### src/rtl/multi_stage_sync_filter.sv
// Per-bit clock-domain-crossing synchronizer with a consecutive-sample glitch filter
// and registered one-cycle rise/fall event pulses for independent asynchronous level inputs.
module multi_stage_sync_filter #(
    parameter int             N       = 8,
    parameter int             STAGES  = 2,
    parameter int             FILT    = 3,
    parameter logic [N-1:0]   RST_VAL = {N{1'b0}}
) (
    input  logic          clk,
    input  logic          rst,
    input  logic [N-1:0]  dataIn,
    output logic [N-1:0]  dataOut,
    output logic [N-1:0]  risePulse,
    output logic [N-1:0]  fallPulse,
    output logic          anyChange
);

    // A single-sample filter still needs a one-bit counter that simply stays at zero.
    localparam int              CW       = (FILT > 1) ? $clog2(FILT) : 1;
    localparam logic [CW-1:0]   CNT_LAST = CW'(FILT - 1);

    logic [N-1:0]   sync_r [STAGES];
    logic [N-1:0]   syncd_s;
    logic [CW-1:0]  cnt_r [N];
    logic [CW-1:0]  cnt_nxt_s [N];
    logic [N-1:0]   out_nxt_s;
    logic [N-1:0]   rise_nxt_s;
    logic [N-1:0]   fall_nxt_s;

    assign syncd_s = sync_r[STAGES-1];

    // Plain flop chain: nothing may sit between stages or metastability settling time is lost.
    always_ff @(posedge clk or negedge rst) begin
        if (!rst) begin
            for (int s = 0; s < STAGES; s++) begin
                sync_r[s] <= RST_VAL;
            end
        end else begin
            sync_r[0] <= dataIn;
            for (int s = 1; s < STAGES; s++) begin
                sync_r[s] <= sync_r[s-1];
            end
        end
    end

    // Filter next state: a change is accepted on the FILT-th consecutive mismatching sample.
    always_comb begin
        out_nxt_s = dataOut;
        for (int i = 0; i < N; i++) begin
            cnt_nxt_s[i] = {CW{1'b0}};
            if (syncd_s[i] == dataOut[i]) begin
                cnt_nxt_s[i] = {CW{1'b0}};
            end else if (cnt_r[i] >= CNT_LAST) begin
                out_nxt_s[i] = syncd_s[i];
                cnt_nxt_s[i] = {CW{1'b0}};
            end else begin
                cnt_nxt_s[i] = cnt_r[i] + CW'(1);
            end
        end
        rise_nxt_s = ~dataOut & out_nxt_s;
        fall_nxt_s = dataOut & ~out_nxt_s;
    end

    // Filtered level, counters and event pulses, all updated on the same edge.
    always_ff @(posedge clk or negedge rst) begin
        if (!rst) begin
            dataOut   <= RST_VAL;
            risePulse <= {N{1'b0}};
            fallPulse <= {N{1'b0}};
            anyChange <= 1'b0;
            for (int i = 0; i < N; i++) begin
                cnt_r[i] <= {CW{1'b0}};
            end
        end else begin
            dataOut   <= out_nxt_s;
            risePulse <= rise_nxt_s;
            fallPulse <= fall_nxt_s;
            anyChange <= |(rise_nxt_s | fall_nxt_s);
            for (int i = 0; i < N; i++) begin
                cnt_r[i] <= cnt_nxt_s[i];
            end
        end
    end

endmodule

### config.mk
export PLATFORM = sky130hd
export DESIGN_NAME = multi_stage_sync_filter
export DESIGN_NICKNAME = d
export VERILOG_FILES = /design/src/rtl/multi_stage_sync_filter.sv
export SDC_FILE = /design/constraint.sdc
export NUM_CORES = 1
export LEC_CHECK = 0
export CORE_MARGIN = 5
export CORE_UTILIZATION = 25
export CTS_BUF_LIST = sky130_fd_sc_hd__clkbuf_16
export CTS_CLUSTER_SIZE = 25
export DETAILED_ROUTE_END_ITERATION = 16
export PLACE_DENSITY_LB_ADDON = 0.12
export SYNTH_ARGS = -nofsm -noshare
export SYNTH_HDL_FRONTEND = slang
export SYNTH_SLANG_ARGS = --single-unit
### constraint.sdc
create_clock -name clk -period 1.6 [get_ports clk]
set_clock_uncertainty 0.2 [all_clocks]
set_input_delay 0.32 -clock clk [delete_from_list [all_inputs] [get_ports clk]]
set_output_delay 0.32 -clock clk [all_outputs]
set_load 0.005 [all_outputs]
==> reports/results.tsv <==
metric	value	unit
worst_hold_slack	0.144	ns
fin_crit	1.56	ns
slowest_delay	0.43	ns
hold_class	reg2reg	
rows	32	
yosysTopAreaCell	dfrtp_1	
slew_viol_final	0	
crit_type	reg2reg	
final_antenna_net_count	0	
wl_per_cell	11.6	um
tritoncts	built	
vdd_drop_max	0.733	mV
drtPass1Iterations	3	
synthToLayoutAreaGrowth	54.4	%
slew_headroom	80.3	%
antenna_found_initial	0	
fillers	756	
cp_data_required_time	1.61	ns
viasPerCell	3.94	
critPathMaxFanout	4	
period_share	97.7	%
gp_congestion	0.727	
leakagePower	1.51	nW
synth_area_leaders	dfrtp_1 (71%), ha_1 (9.9%), nor3b_2 (5.0%)	
dpl_cell_area	2710	um2
grt_overflow	0	
syn_inst	132	
layout-drive-gt1-share	35.0	%
cts_buffers	9	
drt_iter0_drc	19	
cts_htree_levels	3	
chipHeight	99.8	um
power_frac_comb	33.6	%
hold_viol	0	
yosys_warnings	0	
start_kind	register	
seq_power_share	34.7	%
routed-via-count	1281	
clk_latency	0.32	ns
diodes	0	
crit_chain	nand2_2 > o21ai_2 > ha_1 > nand4_1 > or2_4	
clk_path_buf_depth	2	
port_buffers	34	
die_w	99.8	um
syn_area	2020	um2
slowest_stage	dfrtp_1	
route.detailed.drc	0	
p_switching	1.71	mW
rsz0062_at_grt	true	
clock-sinks	57	
first_global_vias	1428	
cp.arrival	1.57	ns
synth-seq-cells	57	
clockRootBuffer	clkbuf_16	
grtUsageTotal	8.63	%
internal_power	4.45	mW
cts.clk_slew.worst_paths	0.05	ns
syn_nets	158	
outcome	finished clean	
ys_types	11	
tightest_slew	0.295	ns
io_pins	35	
p_sw_share	27.8	%
floorplan.initialDensity	25.8	%
grt_pass1_wl	6550	um
core_area	7810	um2
dp_hpwl	2570	um
avgSynthCellArea	15.3	um2
drv_cap	0	
fmaxAchievable	640	MHz
endpoint_kind	register	
seq_area_frac_synth	70.8	%
dieArea	9960	um2
nets	244	
setup-violations-final	0	
yosysTopAreaCellShare	70.8	%
p_per_area	1980	nW/um2
routed_wl	3760	um
fin_area	3110	um2
grt_max_degree	58	
clockPowerShare	31.8	%
==> critical path, delay by kind of cell (launching register included) <==
kind                     cells  cell delay, ns
AO/OA/AOI/OAI                1            0.07
adder cells (fa/ha/maj)      1            0.29
flip-flops                   1            0.43
AND/OR/NAND/NOR              3            0.48
==> final cells by class <==
type | count | area [um2] | share of cell area, %
multi-input combinational | 67 | 586 | 18.8
clock inverter | 7 | 87.6 | 2.81
inverter | 8 | 30.0 | 0.965
clock buffer | 9 | 225 | 7.23
timing repair buffer | 75 | 629 | 20.2
tap | 102 | 128 | 4.10
sequential | 57 | 1430 | 45.9
==> routing by layer <==
| metal | share of wire (%) | up-vias | GRT usage [%] |
|---|---|---|---|
| li1 | - | 615 | - |
| met1 | 40 | 635 | 9.35 |
| met2 | 53 | 27 | 14.2 |
| met3 | 5.7 | 4 | 3.75 |
| met4 | 1.5 | 0 | 4.73 |
| met5 | 0 | - | 0 |
==> worst paths after layout <==
| check | to | slack, ns | startpoint | depth (start not counted) |
|---|---|---|---|---|
| hold / removal | syncd_s[4]$_DFF_PN0_ | 0.14 | sync_r[12]$_DFF_PN0_ | 0 |
| min in group asynchronous | syncd_s[2]$_DFF_PN0_ | 0.35 | rst | 3 |
| setup reg to reg | anyChange$_DFF_PN0_ | 0.04 | cnt_r[7]$_DFF_PN0_ | 5 |
| hold reg to reg | syncd_s[4]$_DFF_PN0_ | 0.14 | sync_r[12]$_DFF_PN0_ | 0 |
| setup / recovery | anyChange$_DFF_PN0_ | 0.04 | cnt_r[7]$_DFF_PN0_ | 5 |
| max in group asynchronous | cnt_r[9]$_DFF_PN0_ | 0.61 | rst | 3 |
==> layout by cell type (no fill, tap or decap), types with 6 or more instances in the layout <==
| cell | n |
|---|---|
| dlygate4sd2_1 | 17 |
| clkdlybuf4s50_1 | 8 |
| nand2_1 | 6 |
| nor3b_2 | 8 |
| clkbuf_16 | 9 |
| xnor2_1 | 8 |
| o21a_1 | 8 |
| nor3_1 | 8 |
| inv_1 | 7 |
| dfrtp_1 | 56 |
| ha_1 | 16 |
| buf_4 | 37 |
==> synth_stat cells, drive strengths merged <==
cell type   n
o21ai       8
xnor2       8
inv         8
dfrtp      57
ha         16
o21a        8
nor3b       8
or2         1
nor3        8
nand4       2
nand2       8
==> cell families (layout without fill, tap and decap cells) <==
logic type               after synthesis  count (layout)  share of synthesized area [%]
XOR/XNOR                               8               8                           3.48
buffers and inverters                  8              99                           1.49
AND/OR/NAND/NOR                       27              27                           9.37
flip-flops                            57              57                           70.8
adder cells (fa/ha/maj)               16              16                           9.93
AO/OA/AOI/OAI                         16              16                           4.97
==> power by group through the flow <==
| stage | combinational, mW | sequential, mW | clock, mW |
|---|---|---|---|
| 2_1_floorplan | 0.698 | 2.23 | 0 |
| 6_report | 2.07 | 2.14 | 1.96 |
| 3_3_place_gp | 2.03 | 2.13 | 0 |
| 4_1_cts | 2.09 | 2.13 | 2.03 |
| 3_5_place_dp | 2.09 | 2.15 | 0 |
| 5_1_grt | 2.35 | 2.20 | 2.10 |
==> flip-flops by register name, summed over array words and instances (netlist names) <==
| name | count |
|---|---|
| cnt_r | 16 |
| dataOut | 8 |
| fallPulse | 8 |
| risePulse | 8 |
| sync_r | 8 |
| syncd_s | 8 |
| anyChange | 1 |
==> through the flow <==
stage / cells / setup TNS, ns / setup WS (ns) / total power, mW / utilization (%)
finish: 325 / 0 / 0.0371 / 6.16 / 39.9
global route: 325 / -0.0461 / -0.0461 / 6.65 / 39.9
CTS: 322 / 0 / 0.00958 / 6.25 / 39.6
detailed placement: 297 / -0.0780 / -0.0780 / 4.24 / 34.7
global placement: 297 / -0.0550 / -0.0550 / 4.16 / 34.7
floorplan: 132 / 0 / 0.0508 / 2.93 / -
==> repair_timing <==
item                       CTS  global route
pin swaps                    7             7
resized for setup           45            13
setup endpoints to repair   26             4
buffers inserted             8             3
hold buffers                 1             0
hold endpoints to repair    57             0
No activity file was read; power rests on OpenSTA's default activity.
